===== src/rtl/airlock_seq_ctrl_if.sv =====
// airlock_seq_ctrl_if: airlock request/switch inputs and door/status outputs; master drives requests and switches, slave is the controller
interface airlock_seq_ctrl_if;
  logic arrive_req;
  logic depart_req;
  logic person_in;
  logic inner_sw;
  logic outer_sw;
  logic clear_fault;
  logic inner_door;
  logic outer_door;
  logic filling;
  logic draining;
  logic waiting;
  logic pressure_high;
  logic done;
  logic fault;
  logic [3:0] state_leds;
  modport master (
    output arrive_req, depart_req, person_in, inner_sw, outer_sw, clear_fault,
    input inner_door, outer_door, filling, draining, waiting, pressure_high, done, fault, state_leds
  );
  modport slave (
    input arrive_req, depart_req, person_in, inner_sw, outer_sw, clear_fault,
    output inner_door, outer_door, filling, draining, waiting, pressure_high, done, fault, state_leds
  );
endinterface


===== src/rtl/airlock_seq_ctrl.sv =====
// airlock_seq_ctrl: airlock arrival/departure sequencer with internal timers, pressure tracking and latched door fault; ports clk, reset (async active-low), bus (slave: requests/switches/clear_fault in, doors/status/state_leds out)
module airlock_seq_ctrl #(
  parameter int WAIT_CYCLES = 8,
  parameter int FILL_CYCLES = 6,
  parameter int DRAIN_CYCLES = 6,
  parameter int CNT_W = 8,
  parameter bit DRAIN_AFTER_DEPART = 1
) (
  input logic clk,
  input logic reset,
  airlock_seq_ctrl_if.slave bus
);
  typedef enum logic [3:0] {
    IDLE_LOW = 4'h4, IDLE_HIGH = 4'h5, WAIT = 4'h3, FILL = 4'hC,
    DRAIN = 4'hD, OUTER_OPEN = 4'h8, INNER_OPEN = 4'hA, FAULT = 4'hF
  } state_t;
  // M_DEP2 marks the second leg of a departure (after the inner door), M_REC a fault recovery drain
  typedef enum logic [1:0] {M_ARR, M_DEP, M_DEP2, M_REC} mode_t;
  state_t state, nxt;
  mode_t mode, mode_nxt;
  logic [CNT_W-1:0] cnt, cnt_nxt;
  logic opened, opened_nxt, press_nxt, done_nxt;
  logic door, sw, closing, tc, timed, fault_det;
  assign door = state == OUTER_OPEN || state == INNER_OPEN;
  assign sw = state == INNER_OPEN ? bus.inner_sw : bus.outer_sw;
  assign closing = door && opened && !sw;
  assign tc = cnt == '0;
  assign timed = state == WAIT || state == FILL || state == DRAIN;
  // door outputs are zero in FILL, DRAIN and FAULT, so this also covers any open switch there
  assign fault_det = (bus.inner_sw && !bus.inner_door) || (bus.outer_sw && !bus.outer_door);
  always_comb begin
    nxt = state;
    mode_nxt = mode;
    press_nxt = bus.pressure_high;
    done_nxt = 1'b0;
    if (fault_det) begin
      nxt = FAULT;
      mode_nxt = M_REC;
    end else begin
      case (state)
        IDLE_LOW, IDLE_HIGH: begin
          if (bus.arrive_req || bus.depart_req) begin
            nxt = WAIT;
            mode_nxt = bus.arrive_req ? M_ARR : M_DEP;
          end
        end
        WAIT: if (tc) nxt = mode == M_ARR ? (bus.pressure_high ? OUTER_OPEN : FILL)
                                          : (bus.pressure_high ? DRAIN : INNER_OPEN);
        FILL: begin
          if (tc) begin
            nxt = OUTER_OPEN;
            press_nxt = 1'b1;
          end
        end
        DRAIN: begin
          if (tc) begin
            press_nxt = 1'b0;
            nxt = mode == M_ARR || mode == M_DEP ? INNER_OPEN : IDLE_LOW;
            done_nxt = mode == M_DEP2;
          end
        end
        OUTER_OPEN: begin
          if (closing && mode == M_ARR) nxt = DRAIN;
          else if (closing && !bus.person_in) begin
            nxt = DRAIN_AFTER_DEPART ? DRAIN : IDLE_HIGH;
            done_nxt = !DRAIN_AFTER_DEPART;
          end
        end
        INNER_OPEN: begin
          if (closing && bus.person_in && mode == M_DEP) begin
            nxt = FILL;
            mode_nxt = M_DEP2;
          end else if (closing && !bus.person_in) begin
            nxt = IDLE_LOW;
            done_nxt = mode == M_ARR;
          end
        end
        FAULT: if (bus.clear_fault && !bus.inner_sw && !bus.outer_sw) nxt = DRAIN;
        default: nxt = IDLE_LOW;
      endcase
    end
  end
  // a door close that keeps the state (occupant still inside) drops opened, restarting phase 1
  assign opened_nxt = door && nxt == state && !closing && (opened || sw);
  // entering a non-timed state (including FAULT) keeps the count, which freezes the timer
  assign cnt_nxt = nxt != state ? (nxt == WAIT ? CNT_W'(WAIT_CYCLES - 1) :
                                   nxt == FILL ? CNT_W'(FILL_CYCLES - 1) :
                                   nxt == DRAIN ? CNT_W'(DRAIN_CYCLES - 1) : cnt)
                                : (timed && !tc ? cnt - CNT_W'(1) : cnt);
  always_ff @(posedge clk or negedge reset) begin
    if (!reset) begin
      state <= IDLE_LOW;
      mode <= M_ARR;
      cnt <= '0;
      opened <= 1'b0;
      bus.inner_door <= 1'b0;
      bus.outer_door <= 1'b0;
      bus.filling <= 1'b0;
      bus.draining <= 1'b0;
      bus.waiting <= 1'b0;
      bus.pressure_high <= 1'b0;
      bus.done <= 1'b0;
      bus.fault <= 1'b0;
      bus.state_leds <= 4'h4;
    end else begin
      state <= nxt;
      mode <= mode_nxt;
      cnt <= cnt_nxt;
      opened <= opened_nxt;
      bus.inner_door <= nxt == INNER_OPEN;
      bus.outer_door <= nxt == OUTER_OPEN;
      bus.filling <= nxt == FILL;
      bus.draining <= nxt == DRAIN;
      bus.waiting <= nxt == WAIT;
      bus.pressure_high <= press_nxt;
      bus.done <= done_nxt;
      bus.fault <= nxt == FAULT;
      bus.state_leds <= nxt;
    end
  end
endmodule


===== src/flat_wrapper.sv =====
// flat-port wrapper written by rule: the top's interface ports become plain ports
module airlock_seq_ctrl_flat 
#(
  parameter int WAIT_CYCLES = 8,
  parameter int FILL_CYCLES = 6,
  parameter int DRAIN_CYCLES = 6,
  parameter int CNT_W = 8,
  parameter bit DRAIN_AFTER_DEPART = 1
)
  (clk, reset, bus_arrive_req, bus_depart_req, bus_person_in, bus_inner_sw, bus_outer_sw, bus_clear_fault, bus_inner_door, bus_outer_door, bus_filling, bus_draining, bus_waiting, bus_pressure_high, bus_done, bus_fault, bus_state_leds);
  airlock_seq_ctrl_if bus_i ();
  input logic clk;
  input logic reset;
  input wire logic [$bits(bus_i.arrive_req)-1:0] bus_arrive_req;
  input wire logic [$bits(bus_i.depart_req)-1:0] bus_depart_req;
  input wire logic [$bits(bus_i.person_in)-1:0] bus_person_in;
  input wire logic [$bits(bus_i.inner_sw)-1:0] bus_inner_sw;
  input wire logic [$bits(bus_i.outer_sw)-1:0] bus_outer_sw;
  input wire logic [$bits(bus_i.clear_fault)-1:0] bus_clear_fault;
  output wire logic [$bits(bus_i.inner_door)-1:0] bus_inner_door;
  output wire logic [$bits(bus_i.outer_door)-1:0] bus_outer_door;
  output wire logic [$bits(bus_i.filling)-1:0] bus_filling;
  output wire logic [$bits(bus_i.draining)-1:0] bus_draining;
  output wire logic [$bits(bus_i.waiting)-1:0] bus_waiting;
  output wire logic [$bits(bus_i.pressure_high)-1:0] bus_pressure_high;
  output wire logic [$bits(bus_i.done)-1:0] bus_done;
  output wire logic [$bits(bus_i.fault)-1:0] bus_fault;
  output wire logic [$bits(bus_i.state_leds)-1:0] bus_state_leds;
  assign bus_i.arrive_req = bus_arrive_req;
  assign bus_i.depart_req = bus_depart_req;
  assign bus_i.person_in = bus_person_in;
  assign bus_i.inner_sw = bus_inner_sw;
  assign bus_i.outer_sw = bus_outer_sw;
  assign bus_i.clear_fault = bus_clear_fault;
  assign bus_inner_door = bus_i.inner_door;
  assign bus_outer_door = bus_i.outer_door;
  assign bus_filling = bus_i.filling;
  assign bus_draining = bus_i.draining;
  assign bus_waiting = bus_i.waiting;
  assign bus_pressure_high = bus_i.pressure_high;
  assign bus_done = bus_i.done;
  assign bus_fault = bus_i.fault;
  assign bus_state_leds = bus_i.state_leds;
  airlock_seq_ctrl #(.WAIT_CYCLES(WAIT_CYCLES), .FILL_CYCLES(FILL_CYCLES), .DRAIN_CYCLES(DRAIN_CYCLES), .CNT_W(CNT_W), .DRAIN_AFTER_DEPART(DRAIN_AFTER_DEPART)) u_core (.clk(clk), .reset(reset), .bus(bus_i));
endmodule

===== config.mk =====
export PLATFORM = sky130hd
export DESIGN_NAME = airlock_seq_ctrl_flat
export DESIGN_NICKNAME = d
export VERILOG_FILES = /design/src/rtl/airlock_seq_ctrl_if.sv /design/src/rtl/airlock_seq_ctrl.sv /design/src/flat_wrapper.sv
export SDC_FILE = /design/constraint.sdc
export NUM_CORES = 1
export LEC_CHECK = 0
export BUFFER_PORTS_ARGS = -buffer_cell sky130_fd_sc_hd__buf_2
export CORE_MARGIN = 2
export CORE_UTILIZATION = 40
export DETAILED_ROUTE_END_ITERATION = 12
export SYNTH_ARGS = -nofsm -noshare
export SYNTH_HDL_FRONTEND = slang
export SYNTH_SLANG_ARGS = --single-unit

===== constraint.sdc =====
create_clock -name clk -period 6.1 [get_ports clk]
set_clock_uncertainty 0.2 [all_clocks]
set_input_delay 0.305 -clock clk [delete_from_list [all_inputs] [get_ports clk]]
set_output_delay 0.305 -clock clk [all_outputs]
set_load 0.05 [all_outputs]

==> results.txt, run 1 <==
Power Density -> 301 mW/mm^2
DP HPWL -> 2.85 mm
vias in the first global route -> 1364
Fin Setup TNS -> 0 ns
DR vias -> 1394
placed cell area -> 0.00172 mm^2
Synth top area share -> 34.1%
share of layout cells above drive strength 1 -> 25.7%
RSZ-0062 raised after global routing -> no
number of flops mapped to enable cells by yosys -> 0
sequence of cells on the critical path -> or3b_4, nand2_2, a21oi_2, a2111oi_4, o221a_1, nand4_2, and2_4, a211o_1
core area -> 0.00394 mm^2
Starting Density -> 40.9%
Worst Tran Pin Value -> 0.724 ns
total CTS buffers -> 3
DIE WIDTH -> 67.5 um
hold slack -> 0.188 ns
design area -> 0.00177 mm^2
placed cell count -> 232
Die H -> 67.5 um
count of different cell masters after synthesis -> 62
synth-to-layout area growth -> 10.0%
Worst setup EP type -> flop
Final Setup Violations -> 0
asr flop ratio synth -> 100%
Iter 0 DRT Violations -> 86
Seq/Total Area, Yosys -> 35.8%
Largest register FFs -> 8
Slew headroom -> 51.8%
Crit-path slowest cell -> dfrtp_1
max_cap viols -> 0
synth top area cells -> dfrtp_1, a21oi_1, ha_1, o21ai_0, nand2_1
CP bufs+invs -> 0
Clock Tree Buf Depth -> 2
largest net degree at the start of global routing -> 24
average wire per standard cell -> 16.3 um
maximum vdd drop -> 0.149 mV
DRC -> 0
Post-Synthesis Cell Area -> 0.00161 mm^2
largest register by flop count -> u_core.cnt
drt total wl -> 3.86 mm
WS Path Type -> flop to flop
CP Data Required Time -> 6.05 ns
Synth top cells by count -> dfrtp_1, a21oi_1, nand2_1
worst hold path type -> input pin to flop
# diodes -> 0
period utilisation layout -> 53.6%
register-to-register setup slack -> 2.83 ns
Hold Vio Cnt, Final -> 0
pre-CTS WS -> 2.85 ns
post-CTS setup buffers -> 0
Slew Limit Fails -> 0
Tot Pwr -> 0.535 mW
Max Clk Rate -> 306 MHz
fin worst setup slack -> 2.83 ns
Tmin final -> 3.27 ns
routability congestion estimate -> 0.902
post-synth net total -> 183
crit path DAT -> 3.22 ns
CTS root buf -> clkbuf_8
antenna violations before repair -> 0
GRT Util Overall -> 18.9%
Slowest Stage Delay on Critical Path -> 0.74 ns
fin util -> 45.0%
Avg Inst Size Synth -> 9.43 um^2
gr ovfl total -> 0
Post-Layout Cell Count -> 237
Routed Antenna Nets -> 0
First-pass DRT Iterations -> 5
Post-Syn Instances -> 171
top flop regs -> u_core.cnt (8), u_core.bus.state_leds (4), u_core.mode (2)
die area -> 0.00456 mm^2
top-count cell post-synth -> dfrtp_1
I/O pins -> 20
leakage power -> 0.802 nW
Max FO, Critical Path -> 19
Reg clk slew, reported paths -> 0.09 ns
Skew-Pair Late Insertion Delay -> 0.27 ns
outcome -> complete, no violations
Synth Register Bits -> 23
Row Count -> 23
Synth area leader -> dfrtp_1
Port Buffers -> 19
dominant synthesized flop cell -> dfrtp_1
first-pass GRT wire length -> 6.38 mm
TritonCTS clock tree -> done
nets -> 200
TritonCTS sink count -> 23
H-Tree Depth -> 1
Worst setup SP type -> flop
Ys Warns -> 0
Vias per Instance -> 5.88
delay-heaviest family, CP -> simple AND/OR/NAND/NOR gates
logic make-up after synthesis:
group	count (synthesis)	share of synthesized area, %
buf+inv	18	5.74
compound gates	52	24.3
xor+xnor	2	1.55
simple gates	68	26.7
fa+ha+maj	4	3.10
flops	23	35.8
mux	4	2.87
final timing paths:
check | start | endpoint | depth (start not counted)
setup reg to reg | u_core.bus.state_leds[1] | u_core.cnt[3] | 8
hold / removal | bus_outer_sw | u_core.opened | 3
hold reg to reg | u_core.mode[0] | u_core.bus.done | 1
setup / recovery | u_core.bus.state_leds[1] | u_core.cnt[3] | 8
max in group asynchronous | reset | u_core.bus.state_leds[2] | 2
min in group asynchronous | reset | u_core.bus.outer_door | 2
layout by cell type, fill, tap and decap left out, types with 3 or more instances in the layout:
master and count:
nand3_1 6, or3_1 4, nor2_1 10, a211o_1 4, nand4_1 3, ha_1 4, inv_1 10, nor3b_1 3
nor3_1 6, nand2b_1 4, a21oi_1 11, a21o_1 5, buf_2 19, o21ai_0 9, clkbuf_8 3, nand2_1 11
dfrtp_1 22
report_power, final:
part / switching, mW / leakage (nW) / internal [mW] / total [mW]
combinational: 0.129 / 0.501 / 0.0902 / 0.219
sequential: 0.0391 / 0.279 / 0.178 / 0.217
clock: 0.0516 / 0.0217 / 0.0462 / 0.0978
total: 0.220 / 0.802 / 0.315 / 0.535
per-layer routing:
layer  wire length [um]  GRT usage (%)  vias to the layer above  share of wire, %
li1                   -              -                      669                 -
met1               1740           23.5                      684                45
met2               1920           32.7                       36                50
met3                160           2.17                        5               4.1
met4                 46           8.16                        0               1.2
met5                  0              0                        -                 0
area by class of cell:
class	instances	area, um^2
fillers	392	2170
well taps	50	62.6
flip-flops and latches	23	577
repair buffers	20	105
clock buffers	3	41.3
inverters	10	37.5
clock inverters	1	7.51
multi-input cells	130	943
tightest hold or removal path: stages:
cell,delay [ns]
buf_2,0.12
mux2i_1,0.13
nor4_1,0.06
what timing repair did:
| item | CTS | global route |
|---|---|---|
| endpoints found under the hold margin | 22 | 0 |
| hold buffers | 1 | 0 |
| setup endpoints to repair | 0 | 0 |
| gates resized for setup | 0 | 0 |
Note: power is estimated with default switching activity, not from simulation.
==> run 2, diff against run 1 <==
Settings changed: ABC_AREA set to 1.
Clock period 6.1 ns to 3 ns, I/O delays scaled along.
==> run 2 against run 1 <==
Effect of this change: routed wire length up 0.23%; non-clock buffer count unchanged; final cell count up 27%; power up 120%; sequential cell count unchanged; worst setup slack worse by 2.4 ns; die area up 3.1%; hold slack worse by 0.19 ns; sequential share of layout area down 1.8 points; global-route usage up 0.61 points; critical path type unchanged; critical endpoint is now u_core.cnt[1]; largest power group unchanged.
==> results.txt, run 2 <==
leakage power -> 0.989 nW (was 0.802 nW)
most frequent cells in the layout -> nand2_1, inv_1, nor2_1, nand3_1, dfrtp_1 (was dfrtp_1, buf_2, nand2_1, a21oi_1)
vias in the first global route -> 1406 (was 1364)
Row Count -> 23 (unchanged)
Synth top cells by count -> nand2_1, inv_1, nand3_1, nor2_1, dfrtp_1 (was dfrtp_1, a21oi_1, nand2_1)
DRC -> 0 (unchanged)
fill count -> 414 (was 392)
top-count cell post-synth -> nand2_1 (was dfrtp_1)
Port Buffers -> 19 (unchanged)
largest register by flop count -> u_core.cnt (unchanged)
Reg clk slew, reported paths -> 0.09 ns (about the same)
most frequent CP cell -> nand2_1
core area -> 0.00400 mm^2 (was 0.00394 mm^2)
period utilisation layout -> 87.1% (was 53.6%)
Post-Synthesis Cell Area -> 0.00167 mm^2 (was 0.00161 mm^2)
DP HPWL -> 2.99 mm (was 2.85 mm)
Hold Vio Cnt, Final -> 0 (unchanged)
WS Path Type -> flop to flop (unchanged)
Tot Pwr -> 1.16 mW (was 0.535 mW)
TritonCTS clock tree -> done (unchanged)
nets -> 264 (was 200)
Max Clk Rate -> 383 MHz (was 306 MHz)
Largest register FFs -> 8 (unchanged)
Slew headroom -> 63.9% (was 51.8%)
Ys Warns -> 0 (unchanged)
Worst setup EP type -> flop (unchanged)
Synth area leader -> dfrtp_1 (unchanged)
Internal Power -> 0.654 mW (was 0.315 mW)
Synth top area share -> 33.1% (was 34.1%)
max_cap viols -> 0 (unchanged)
total CTS buffers -> 3 (unchanged)
Tmin final -> 2.61 ns (was 3.27 ns)
synth-to-layout area growth -> 12.8% (was 10.0%)
TritonCTS sink count -> 23 (unchanged)
synth top area cells -> dfrtp_1, nand2_1, nand3_1, inv_1, nor2_1 (was dfrtp_1, a21oi_1, ha_1, o21ai_0, nand2_1)
First-pass DRT Iterations -> 4 (was 5)
largest net degree at the start of global routing -> 24 (unchanged)
Comb pwr share -> 46.4% (was 41.0%)
Slew Limit Fails -> 0 (unchanged)
Final Setup Violations -> 0 (unchanged)
asr flop ratio synth -> 100% (unchanged)
CP Data Required Time -> 2.96 ns (was 6.05 ns)
gr ovfl total -> 0 (unchanged)
Post-Syn Instances -> 227 (was 171)
antenna violations before repair -> 0 (unchanged)
share of layout cells above drive strength 1 -> 21.1% (was 25.7%)
H-Tree Depth -> 1 (unchanged)
count of different cell masters after synthesis -> 29 (was 62)
FF-to-FF path depth -> 15 (was 8)
GRT Util Overall -> 19.5% (was 18.9%)
hold_sp -> bus_arrive_req (was bus_outer_sw)
Crit. Startpoint -> u_core.mode[1] (was u_core.bus.state_leds[1])
drt total wl -> 3.87 mm (was 3.86 mm)
design area -> 0.00188 mm^2 (was 0.00177 mm^2)
DR vias -> 1502 (was 1394)
Iter 0 DRT Violations -> 86 (unchanged)
sequence of cells on the critical path -> inv_1, nand2_1, ha_1, nand3_1, nand3_1, nor2_1, nand3_2, nand2_2, nand2_2, nor2_8, nand2_4, nand3_4, nand2_4, nand2_1, nand2_1 (was or3b_4, nand2_2, a21oi_2, a2111oi_4, o221a_1, nand4_2, and2_4, a211o_1)
Routed Antenna Nets -> 0 (unchanged)
dominant synthesized flop cell -> dfrtp_1 (unchanged)
CTS root buf -> clkbuf_8 (unchanged)
Worst Tran Pin Value -> 0.542 ns (was 0.724 ns)
Clk network pwr share -> 17.2% (was 18.3%)
Worst R2R Start -> u_core.mode[1] (was u_core.bus.state_leds[1])
die area -> 0.00470 mm^2 (was 0.00456 mm^2)
# diodes -> 0 (unchanged)
RSZ-0062 raised after global routing -> no (unchanged)
Synth Register Bits -> 23 (unchanged)
crit path DAT -> 2.58 ns (was 3.22 ns)
placed cell area -> 0.00182 mm^2 (was 0.00172 mm^2)
Max FO, Critical Path -> 9 (was 19)
Seq/Total Area, Yosys -> 34.6% (was 35.8%)
Avg Inst Size Synth -> 7.34 um^2 (was 9.43 um^2)
average wire per standard cell -> 12.9 um (was 16.3 um)
top flop regs -> u_core.cnt (8), u_core.bus.state_leds (4), u_core.mode (2) (unchanged)
Vias per Instance -> 4.99 (was 5.88)
Sw Ratio -> 43.7% (was 41.1%)
hold slack -> 0.00255 ns (was 0.188 ns)
Starting Density -> 41.6% (was 40.9%)
outcome -> complete, no violations (unchanged)
I/O pins -> 20 (unchanged)
sequential share of power -> 36.4% (was 40.7%)
worst hold path type -> input pin to flop (unchanged)
routability congestion estimate -> 0.911 (was 0.902)
switching pwr -> 0.507 mW (was 0.220 mW)
Crit-path slowest cell -> dfrtp_1 (unchanged)
Power Density -> 618 mW/mm^2 (was 301 mW/mm^2)
leading cell type in the layout, fill and taps excluded -> nand2_1 (was dfrtp_1)
Worst setup SP type -> flop (unchanged)
first-pass GRT wire length -> 6.78 mm (was 6.38 mm)
maximum vdd drop -> 0.275 mV (was 0.149 mV)
Skew-Pair Late Insertion Delay -> 0.27 ns (about the same)
Fin Setup TNS -> 0 ns (unchanged)
number of flops mapped to enable cells by yosys -> 0 (unchanged)
DIE WIDTH -> 68.5 um (was 67.5 um)
post-synth net total -> 239 (was 183)
Clock Tree Buf Depth -> 2 (unchanged)
hold path depth -> 4 (was 3)
Slowest Stage Delay on Critical Path -> 0.46 ns (was 0.74 ns)
Die H -> 68.5 um (was 67.5 um)
-- run 2: cells by family after synthesis --
| group | synth area share, % |
|---|---|
| xor+xnor | 3.16 |
| simple gates | 47.3 |
| flops | 34.6 |
| fa+ha+maj | 3.01 |
| compound gates | 4.06 |
| buf+inv | 7.89 |
-- run 2: through the flow --
step	utilization, %	instances	setup WS, ns
after global routing	47.0	301	0.119
after CTS	47.0	301	0.388
after floorplan	-	227	0.463
after global placement	45.6	296	0.396
after detailed placement	45.6	296	0.406
final	47.0	301	0.387
-- run 2: area by class of cell --
| type | count | area, um^2 | area share, % |
|---|---|---|---|
| multi-input cells | 169 | 957 | 51.0 |
| flip-flops and latches | 23 | 577 | 30.7 |
| inverters | 35 | 131 | 7.00 |
| repair buffers | 20 | 105 | 5.60 |
| well taps | 50 | 62.6 | 3.33 |
| clock buffers | 4 | 45.0 | 2.40 |
-- run 2: critical path, delay by kind of cell, from the launching register on --
kind,cells,cell delay (ns)
adder cells (fa/ha/maj),1,0.30
buffers and inverters,1,0.11
flip-flops,1,0.46
AND/OR/NAND/NOR,13,1.43
-- run 2: metal layers --
metal  vias up  share of wire, %  GRT usage (%)
met5         -                 0              0
met4         0               1.2           5.50
met3         4               5.0           2.44
met2        41                45           30.2
met1       687                49           28.4
li1        770                 -              -
-- run 2: repair_timing --
action,CTS,global route
endpoints found under the hold margin,22,0
gates resized for setup,0,0
setup buffers,0,0
hold buffers,1,0
setup endpoints to repair,0,0
-- run 2: power by group through the flow --
stage	Sequential, mW	Combinational, mW	Clock (mW)
after floorplan	0.437	0.412	0
after global placement	0.430	0.541	0
after detailed placement	0.427	0.534	0
after CTS	0.422	0.541	0.208
after global routing	0.429	0.616	0.219
final	0.423	0.539	0.199
-- run 2: path summary, 6_finish.rpt --
path	endpoint	slack [ns]
min reg2reg	u_core.cnt[0]	0.32
min	u_core.mode[0]	0.003
max in group asynchronous	u_core.bus.state_leds[2]	2.04
min in group asynchronous	u_core.bus.filling	0.19
max reg2reg	u_core.cnt[1]	0.39
max	u_core.cnt[1]	0.39
